## config.mk

```make
export PLATFORM = sky130hd
export DESIGN_NAME = uop_sequencer_flat
export DESIGN_NICKNAME = d
export VERILOG_FILES = /design/src/rtl/uop_sequencer_if.sv /design/src/rtl/uop_sequencer.sv /design/src/flat_wrapper.sv
export SDC_FILE = /design/constraint.sdc
export NUM_CORES = 1
export LEC_CHECK = 0
export ABC_AREA = 1
export ABC_CLOCK_PERIOD_IN_PS = 2100
export BUFFER_PORTS_ARGS = -buffer_cell sky130_fd_sc_hd__buf_4
export CORE_MARGIN = 4
export CORE_UTILIZATION = 35
export DETAILED_ROUTE_END_ITERATION = 6
export PLACE_DENSITY = 0.69
export SYNTH_ARGS = -nofsm -noshare
export SYNTH_HDL_FRONTEND = slang
export SYNTH_SLANG_ARGS = --single-unit
```

## constraint.sdc

```tcl
create_clock -name clk -period 2.1 [get_ports clk]
set_input_delay 0.63 -clock clk [delete_from_list [all_inputs] [get_ports clk]]
set_output_delay 0.63 -clock clk [all_outputs]
set_load 0.005 [all_outputs]
```

## src/rtl/uop_sequencer_if.sv

```systemverilog
// Bundle of the sequencer's control, microcode-ROM and datapath handshake signals.
// master = the sequencer itself, slave = the surrounding ROM/datapath/controller.
interface uop_sequencer_if #(
    parameter int ADDR_W = 6,
    parameter int PROG_W = 2,
    parameter int UOP_W  = 20
);
    logic                     ena;
    logic [PROG_W-1:0]        prog_sel;
    logic                     abort;
    logic                     rdy;
    logic                     err;
    logic [PROG_W+ADDR_W-1:0] rom_addr;
    logic [UOP_W-1:0]         rom_data;
    logic                     uop_valid;
    logic [UOP_W-1:0]         uop;
    logic                     uop_done;
    logic                     flag_in;
    logic [ADDR_W:0]          uop_count;

    modport master (
        input  ena, prog_sel, abort, rom_data, uop_done, flag_in,
        output rdy, err, rom_addr, uop_valid, uop, uop_count
    );

    modport slave (
        output ena, prog_sel, abort, rom_data, uop_done, flag_in,
        input  rdy, err, rom_addr, uop_valid, uop, uop_count
    );
endinterface

```

## src/rtl/uop_sequencer.sv

```systemverilog
// Microprogram sequencer: walks a program in an external synchronous ROM and hands
// conditionally executed micro-ops to a datapath one at a time.
//
// state | meaning
// IDLE  | waiting for ena; rdy high
// FETCH | rom_addr = {prog, pc} presented to the ROM
// LATCH | ROM word captured, decoded: end, issue, or skip
// ISSUE | uop_valid high until uop_done
// WAIT  | one cycle after completion, then advance pc
module uop_sequencer #(
    parameter int ADDR_W     = 6,
    parameter int PROG_W     = 2,
    parameter int OPCODE_W   = 4,
    parameter int EXEC_W     = 2,
    parameter int UOP_W      = 20,
    parameter int OPCODE_RDY = 0
) (
    input  logic              clk,
    input  logic              rst_n,
    uop_sequencer_if.master   bus
);
    typedef enum logic [2:0] {
        S_IDLE  = 3'd0,
        S_FETCH = 3'd1,
        S_LATCH = 3'd2,
        S_ISSUE = 3'd3,
        S_WAIT  = 3'd4
    } state_t;

    localparam logic [ADDR_W-1:0]   PC_ONE  = 1;
    localparam logic [ADDR_W:0]     CNT_ONE = 1;
    localparam logic [OPCODE_W-1:0] OP_RDY  = OPCODE_W'(OPCODE_RDY);
    localparam logic [EXEC_W-1:0]   EX_IF_SET = EXEC_W'(1);
    localparam logic [EXEC_W-1:0]   EX_IF_CLR = EXEC_W'(2);

    state_t              state_q, state_d;
    logic [ADDR_W-1:0]   pc_q, pc_d;
    logic [PROG_W-1:0]   prog_q, prog_d;
    logic                flag_q, flag_d;
    logic [ADDR_W:0]     count_q, count_d;
    logic                err_q, err_d;
    logic                rdy_q, rdy_d;
    logic                valid_q, valid_d;
    logic [UOP_W-1:0]    uop_q, uop_d;

    logic [OPCODE_W-1:0] opcode;
    logic [EXEC_W-1:0]   exec;
    logic                exec_ok;
    logic                last_pc;

    assign opcode  = bus.rom_data[UOP_W-1 -: OPCODE_W];
    assign exec    = bus.rom_data[EXEC_W-1:0];
    assign last_pc = (pc_q == {ADDR_W{1'b1}});

    // exec code 3 is reserved and behaves like "always"
    always_comb begin
        exec_ok = 1'b1;
        if (exec == EX_IF_SET)
            exec_ok = flag_q;
        else if (exec == EX_IF_CLR)
            exec_ok = ~flag_q;
    end

    always_comb begin
        state_d = state_q;
        pc_d    = pc_q;
        prog_d  = prog_q;
        flag_d  = flag_q;
        count_d = count_q;
        err_d   = err_q;
        valid_d = valid_q;
        uop_d   = uop_q;

        if (state_q != S_IDLE && bus.abort) begin
            state_d = S_IDLE;
            valid_d = 1'b0;
        end else begin
            case (state_q)
                S_IDLE: begin
                    if (bus.ena) begin
                        state_d = S_FETCH;
                        pc_d    = '0;
                        prog_d  = bus.prog_sel;
                        flag_d  = 1'b0;
                        count_d = '0;
                        err_d   = 1'b0;
                    end
                end
                S_FETCH: state_d = S_LATCH;
                S_LATCH: begin
                    uop_d = bus.rom_data;
                    if (opcode == OP_RDY) begin
                        state_d = S_IDLE;
                    end else if (exec_ok) begin
                        state_d = S_ISSUE;
                        valid_d = 1'b1;
                        count_d = count_q + CNT_ONE;
                    end else if (last_pc) begin
                        state_d = S_IDLE;
                        err_d   = 1'b1;
                    end else begin
                        state_d = S_FETCH;
                        pc_d    = pc_q + PC_ONE;
                    end
                end
                S_ISSUE: begin
                    if (bus.uop_done) begin
                        state_d = S_WAIT;
                        valid_d = 1'b0;
                        flag_d  = bus.flag_in;
                    end
                end
                S_WAIT: begin
                    // the last word ran without an end marker: flag overrun rather than wrap
                    if (last_pc) begin
                        state_d = S_IDLE;
                        err_d   = 1'b1;
                    end else begin
                        state_d = S_FETCH;
                        pc_d    = pc_q + PC_ONE;
                    end
                end
                default: begin
                    state_d = S_IDLE;
                    valid_d = 1'b0;
                end
            endcase
        end
        rdy_d = (state_d == S_IDLE);
    end

    always_ff @(posedge clk or negedge rst_n) begin
        if (!rst_n) begin
            state_q <= S_IDLE;
            pc_q    <= '0;
            prog_q  <= '0;
            flag_q  <= 1'b0;
            count_q <= '0;
            err_q   <= 1'b0;
            rdy_q   <= 1'b1;
            valid_q <= 1'b0;
            uop_q   <= '0;
        end else begin
            state_q <= state_d;
            pc_q    <= pc_d;
            prog_q  <= prog_d;
            flag_q  <= flag_d;
            count_q <= count_d;
            err_q   <= err_d;
            rdy_q   <= rdy_d;
            valid_q <= valid_d;
            uop_q   <= uop_d;
        end
    end

    assign bus.rdy       = rdy_q;
    assign bus.err       = err_q;
    assign bus.rom_addr  = {prog_q, pc_q};
    assign bus.uop_valid = valid_q;
    assign bus.uop       = uop_q;
    assign bus.uop_count = count_q;
endmodule

```

## src/flat_wrapper.sv

```systemverilog
// flat-port wrapper written by rule: the top's interface ports become plain ports
module uop_sequencer_flat 
#(
    parameter int ADDR_W     = 6,
    parameter int PROG_W     = 2,
    parameter int OPCODE_W   = 4,
    parameter int EXEC_W     = 2,
    parameter int UOP_W      = 20,
    parameter int OPCODE_RDY = 0
)
  (clk, rst_n, bus_ena, bus_prog_sel, bus_abort, bus_rom_data, bus_uop_done, bus_flag_in, bus_rdy, bus_err, bus_rom_addr, bus_uop_valid, bus_uop, bus_uop_count);
  uop_sequencer_if #(.ADDR_W(ADDR_W), .PROG_W(PROG_W), .UOP_W(UOP_W)) bus_i ();
  input  logic clk;
  input  logic rst_n;
  input wire logic [$bits(bus_i.ena)-1:0] bus_ena;
  input wire logic [$bits(bus_i.prog_sel)-1:0] bus_prog_sel;
  input wire logic [$bits(bus_i.abort)-1:0] bus_abort;
  input wire logic [$bits(bus_i.rom_data)-1:0] bus_rom_data;
  input wire logic [$bits(bus_i.uop_done)-1:0] bus_uop_done;
  input wire logic [$bits(bus_i.flag_in)-1:0] bus_flag_in;
  output wire logic [$bits(bus_i.rdy)-1:0] bus_rdy;
  output wire logic [$bits(bus_i.err)-1:0] bus_err;
  output wire logic [$bits(bus_i.rom_addr)-1:0] bus_rom_addr;
  output wire logic [$bits(bus_i.uop_valid)-1:0] bus_uop_valid;
  output wire logic [$bits(bus_i.uop)-1:0] bus_uop;
  output wire logic [$bits(bus_i.uop_count)-1:0] bus_uop_count;
  assign bus_i.ena = bus_ena;
  assign bus_i.prog_sel = bus_prog_sel;
  assign bus_i.abort = bus_abort;
  assign bus_i.rom_data = bus_rom_data;
  assign bus_i.uop_done = bus_uop_done;
  assign bus_i.flag_in = bus_flag_in;
  assign bus_rdy = bus_i.rdy;
  assign bus_err = bus_i.err;
  assign bus_rom_addr = bus_i.rom_addr;
  assign bus_uop_valid = bus_i.uop_valid;
  assign bus_uop = bus_i.uop;
  assign bus_uop_count = bus_i.uop_count;
  uop_sequencer #(.ADDR_W(ADDR_W), .PROG_W(PROG_W), .OPCODE_W(OPCODE_W), .EXEC_W(EXEC_W), .UOP_W(UOP_W), .OPCODE_RDY(OPCODE_RDY)) u_core (.clk(clk), .rst_n(rst_n), .bus(bus_i));
endmodule
```

**Yosys cells after proc, flatten, opt, wreduce, memory -nomap -nowiden**

Cells that the tools add are included.
Widths: inputs -> output; s select.

- Flip-flop bits (word level): 42
- Output and inout port bits: 38
- Logic and storage cells: 74

- Equality and inequality tests: 16
- Reductions and logical operators: 15
- $add $sub $neg: 2
- Mux-type cells: 30
- Bitwise gates (word level): 2

Operator list:

| kind | count |
|---|---|
| $mux 6 | 4 |
| $mux 7 | 3 |
| $pmux 6 s3 | 1 |
| $mux 3 | 5 |
| $pmux 3 s5 | 1 |
| $pmux 7 s2 | 1 |
| $mux 1 | 12 |
| $reduce_and 5->1 | 2 |
| $ne 2x2->1 const B | 4 |
| $reduce_and 4->1 | 2 |
| $add 7x1->7 const B | 1 |
| $add 6x1->6 const B | 1 |
| $eq 3x2->1 const B | 2 |
| $eq 6x6->1 const B | 1 |
| $logic_not 3->1 | 2 |
| $ne 3x2->1 const B | 2 |
| $pmux 1 s3 | 2 |
| $reduce_bool 3->1 | 2 |
| $logic_not 4->1 | 1 |
| $ne 2x1->1 const B | 2 |
| $reduce_bool 2->1 | 2 |
| $eq 3x1->1 const B | 1 |
| $eq 3x3->1 const B | 1 |
| $ne 3x1->1 const B | 1 |
| other kinds (8) | 9 |

**Depth between registers and ports, before layout**

- Word-level depth: 8
- Gate-level depth with buffers: 9

**Least setup slack after synthesis**

OpenSTA, ideal clock, no wires.

- Path kind: input -> register
- From: input port bus_rom_data[17]
- To: register u_core.pc_q[3]
- Stages on the path: 8
- Arrival time: 1.352 ns
- Setup time: 0.116 ns
- Required time: 1.984 ns
- Setup slack: 0.632 ns
- Path through: nor2_1 -> nand3_1 -> nor2_4 -> nor2_8 -> nand2_4 -> nor2_8 -> nand2_1 -> nand2_1

- Word-level cells in the longest chain between the ends: 3

RTL lines:

| element | RTL line | source |
|---|---|---|
| start: declaration | flat_wrapper.sv:18 | `input wire logic [$bits(bus_i.rom_data)-1:0] bus_rom_data;` |
| $logic_not 4->1 | uop_sequencer.sv:92 | `if (opcode == OP_RDY) begin` |
| $ne 2x2->1 (no source line) | -- |  |
| $reduce_and 5->1 (no source line) | -- |  |
| end signal: assignment | uop_sequencer.sv:145 | `pc_q <= pc_d;` |
| end: declaration | uop_sequencer.sv:37 | `logic [ADDR_W-1:0] pc_q, pc_d;` |

No other way between the ends.
A chain may end at the register's enable or synchronous reset.

**Worst setup path after layout**

- From: register u_core.state_q[0]
- To: register u_core.pc_q[1]

- Word-level cells in the longest chain between the ends: 4
- Elaborated cells between the ends (all ways): 12
- Those cells by class: eq/ne: 5; mux: 1; bitwise: 1; reduce/logical: 5

RTL lines:

| element | RTL line | source |
|---|---|---|
| start: declaration | uop_sequencer.sv:36 | `state_t state_q, state_d;` |
| start signal: assignment | uop_sequencer.sv:144 | `state_q <= state_d;` |
| parallel branches: the longest is 4 deep, another holds $reduce_and 5->1 | -- |  |

Parallel ways; which one is timed is not known.

==> flow_summary.json <==
{
  "result_of_the_run": "complete, no violations",
  "drtIter0Drc": 49,
  "number_of_global_route_vias_before_repair": 1808,
  "final.min_clock_period_ps": 1670,
  "worstPathRequired_ps": 2290,
  "worst_max_slew_pin_slew_ps": 524,
  "switching_share_pct": 38.3,
  "most_frequent_cell_after_synthesis": "sky130_fd_sc_hd__nand2_1",
  "synth.top_cells.by_count": "118 x sky130_fd_sc_hd__nand2_1, 41 x sky130_fd_sc_hd__dfrtp_1, 23 x sky130_fd_sc_hd__nor2_1, 21 x sky130_fd_sc_hd__inv_1, 13 x sky130_fd_sc_hd__nand3_1",
  "postRouteWirelength_um": 4800,
  "power.share.sequential_pct": 38.9,
  "proportion_of_synthesized_chip_area_in_sequential_cells_pct": 48.3,
  "worst_path_dominant_cell_family": "simple AND/OR/NAND/NOR gates",
  "ff2ff_setup_slack_ps": 430,
  "slowest_delay_ps": 440,
  "share_of_final_layout_standard_cells_stronger_than_drive_strength_1_pct": 28.5,
  "cells_along_the_critical_path": "inv_2 -> nand3_2 -> inv_1 -> nor2_1 -> nor2_4 -> nand3_2 -> nand2_1 -> nand2_1",
  "antenna_found_initial": 0,
  "critPathSlowestCell": "sky130_fd_sc_hd__dfrtp_1",
  "drt_pass1_iterations": 5,
  "drt-wirelength-per-cell_um": 11.6,
  "avg_synthesized_cell_area_um2": 8.07,
  "post-synth-top-area-cell": "sky130_fd_sc_hd__dfrtp_1",
  "cts.reportedPaths.clkPinSlew_ps": 80,
  "achievable-frequency_mhz": 599,
  "timing.max_slew.rel_slack_pct": 65.1,
  "worst_path_buf_inv": 2,
  "power.share.clock_pct": 16.6,
  "clk_latency_worst_skew_pair_ps": 290,
  "grt_pass1_wl_um": 8310,
  "remaining_overflow_grt": 0,
  "synthDominantCellAreaShare_pct": 47.1,
  "syn_nets": 300,
  "grt_start_max_net_pins": 43,
  "coreArea_mm2": 0.00599,
  "insertedDiodeCount": 0,
  "numCtsBuffers": 5,
  "fin_util_pct": 47.1,
  "cts.sinks": 42,
  "place.gp.congestion": 0.870,
  "core.rowCount": 28,
  "crit_path_start": "u_core.state_q[0]",
  "power_density_mw_per_mm2": 1140,
  "setup.worst_path.start_class": "flop",
  "number_of_hold_slack_violations_in_the_final_timing_report": 0,
  "die-width_um": 86.9,
  "post_synth_num_cell_types": 27,
  "setup_repair_after_global_routing_missed_its_margin": "false",
  "synth_top_cells_by_area": "sky130_fd_sc_hd__dfrtp_1 47%, sky130_fd_sc_hd__nand2_1 20%, sky130_fd_sc_hd__nor2_1 4.0%, sky130_fd_sc_hd__inv_1 3.6%, sky130_fd_sc_hd__nand3_1 3.0%",
  "design.die.area_mm2": 0.00755,
  "p_leak_uw": 0.00155,
  "ys_async_sr_fraction_pct": 100,
  "port-buffer-count": 65,
  "layout-area-overhead-vs-synth_pct": 29.3,
  "cts_hold_buffers": 0,
  "antenna_left": 0,
  "timing.critical_path.arrival_ps": 1860,
  "totalPowerFinal_uw": 3200,
  "clock_path_buffers": 2,
  "design.final.nets": 369,
  "worst_setup_path_end_kind": "flop",
  "cts_resized": 0,
  "ys_seq_elements": 42,
  "timing.setup.tns_ps": 0,
  "remaining_routing_drc_violations": 0,
  "setup_violations": 0,
  "synth_enable_flop_cells": 0,
  "cts_root_buf": "sky130_fd_sc_hd__clkbuf_8",
  "vias_per_cell": 4.49,
  "buffer_count_from_post_cts_setup_fixing": 0,
  "max_cap_viol_count": 0,
  "cts_max_level": 2,
  "cts_tree": "done",
  "total_via_count_after_detailed_routing": 1862,
  "syn_area_mm2": 0.00218,
  "fin_crit_sh_pct": 79.5,
  "pwr-share-comb_pct": 44.5,
  "worstSetupPathType": "flop to flop",
  "synth_flop_cell": "sky130_fd_sc_hd__dfrtp_1",
  "initial_utilization_pct": 36.4,
  "die-height_um": 86.9,
  "p_sw_uw": 1230,
  "num_io_pins": 66,
  "crit_path_max_fanout": 6,
  "dp_hpwl_um": 3650,
  "synthesis.instances": 270,
  "hold_class": "primary input to asynchronous set/reset pin",
  "grt_usage_pct": 13.9,
  "vdd_drop_max_uv": 564,
  "yosysWarningCount": 0,
  "timing_max_transition_violations_final": 0,
  "internal_power_uw": 1980,
  "reg2reg_from": "u_core.state_q[0]",
  "skew_ps": 4.58
}
[layout by cell type, fill, tap and decap left out, drive strengths merged, types with 3 or more instances in the layout]
cell / instances
xor2: 4
dfrtp: 41
inv: 25
buf: 66
nand3: 15
o21ai: 11
a21oi: 3
clkbuf: 7
nand2: 123
nor2: 32
[power groups by stage]
stage / Sequential (µW) / Clock, µW / Combinational (µW)
2_1_floorplan: 1270 / 0 / 862
3_3_place_gp: 1250 / 0 / 1430
3_5_place_dp: 1260 / 0 / 1450
4_1_cts: 1250 / 552 / 1450
5_1_grt: 1290 / 588 / 1610
6_report: 1250 / 530 / 1420
[cell type report]
| type | instances | area (µm²) |
|---|---|---|
| Clock buffer | 7 | 86.3 |
| Tap cell | 75 | 93.8 |
| Clock inverter | 1 | 5.00 |
| Sequential cell | 42 | 1050 |
| Timing Repair Buffer | 66 | 495 |
| Fill cell | 608 | 3170 |
| Inverter | 25 | 93.8 |
| Multi-Input combinational cell | 199 | 992 |
[cells by family after synthesis]
| family | Yosys count | share of synthesized area, % |
|---|---|---|
| AND/OR/NAND/NOR | 174 | 37.2 |
| flip-flops | 42 | 48.3 |
| buffers and inverters | 29 | 6.20 |
| AO/OA/AOI/OAI | 15 | 3.73 |
| XOR/XNOR | 6 | 2.41 |
| multiplexers | 2 | 1.03 |
| adder cells (fa/ha/maj) | 2 | 1.15 |
[final timing paths]
| path | cells past startpoint | to |
|---|---|---|
| setup / recovery | 8 | u_core.pc_q[1] |
| hold / removal | 1 | u_core.bus.uop[5] |
| setup reg to reg | 8 | u_core.pc_q[1] |
| hold reg to reg | 2 | u_core.bus.uop[17] |
| max in group asynchronous | 1 | u_core.bus.rdy |
| min in group clk | 2 | u_core.bus.uop[17] |
[sequential cells by signal, indices dropped and copies added (netlist names)]
register              cells
u_core.bus.uop           20
u_core.bus.uop_count      7
u_core.pc_q               6
u_core.state_q            3
u_core.prog_q             2
u_core.bus.err            1
u_core.bus.rdy            1
u_core.bus.uop_valid      1
u_core.flag_q             1
[metrics by stage]
stage	instance area [µm²]	cells	hold slack, ps	worst slack (ps)
after floorplan	2180	270	334	632
after global placement	2730	407	456	419
after detailed placement	2730	407	460	348
after CTS	2820	415	327	407
after global routing	2820	415	351	298
final	2820	415	306	431
[layer usage]
metal	up-vias	track usage, %	wire (µm)
met1	847	17.4	2150
met4	0	4.25	63
met5	-	0	0
li1	971	-	-
met3	5	4.16	233
met2	39	23.2	2350
No activity file was read; power rests on OpenSTA's default activity.
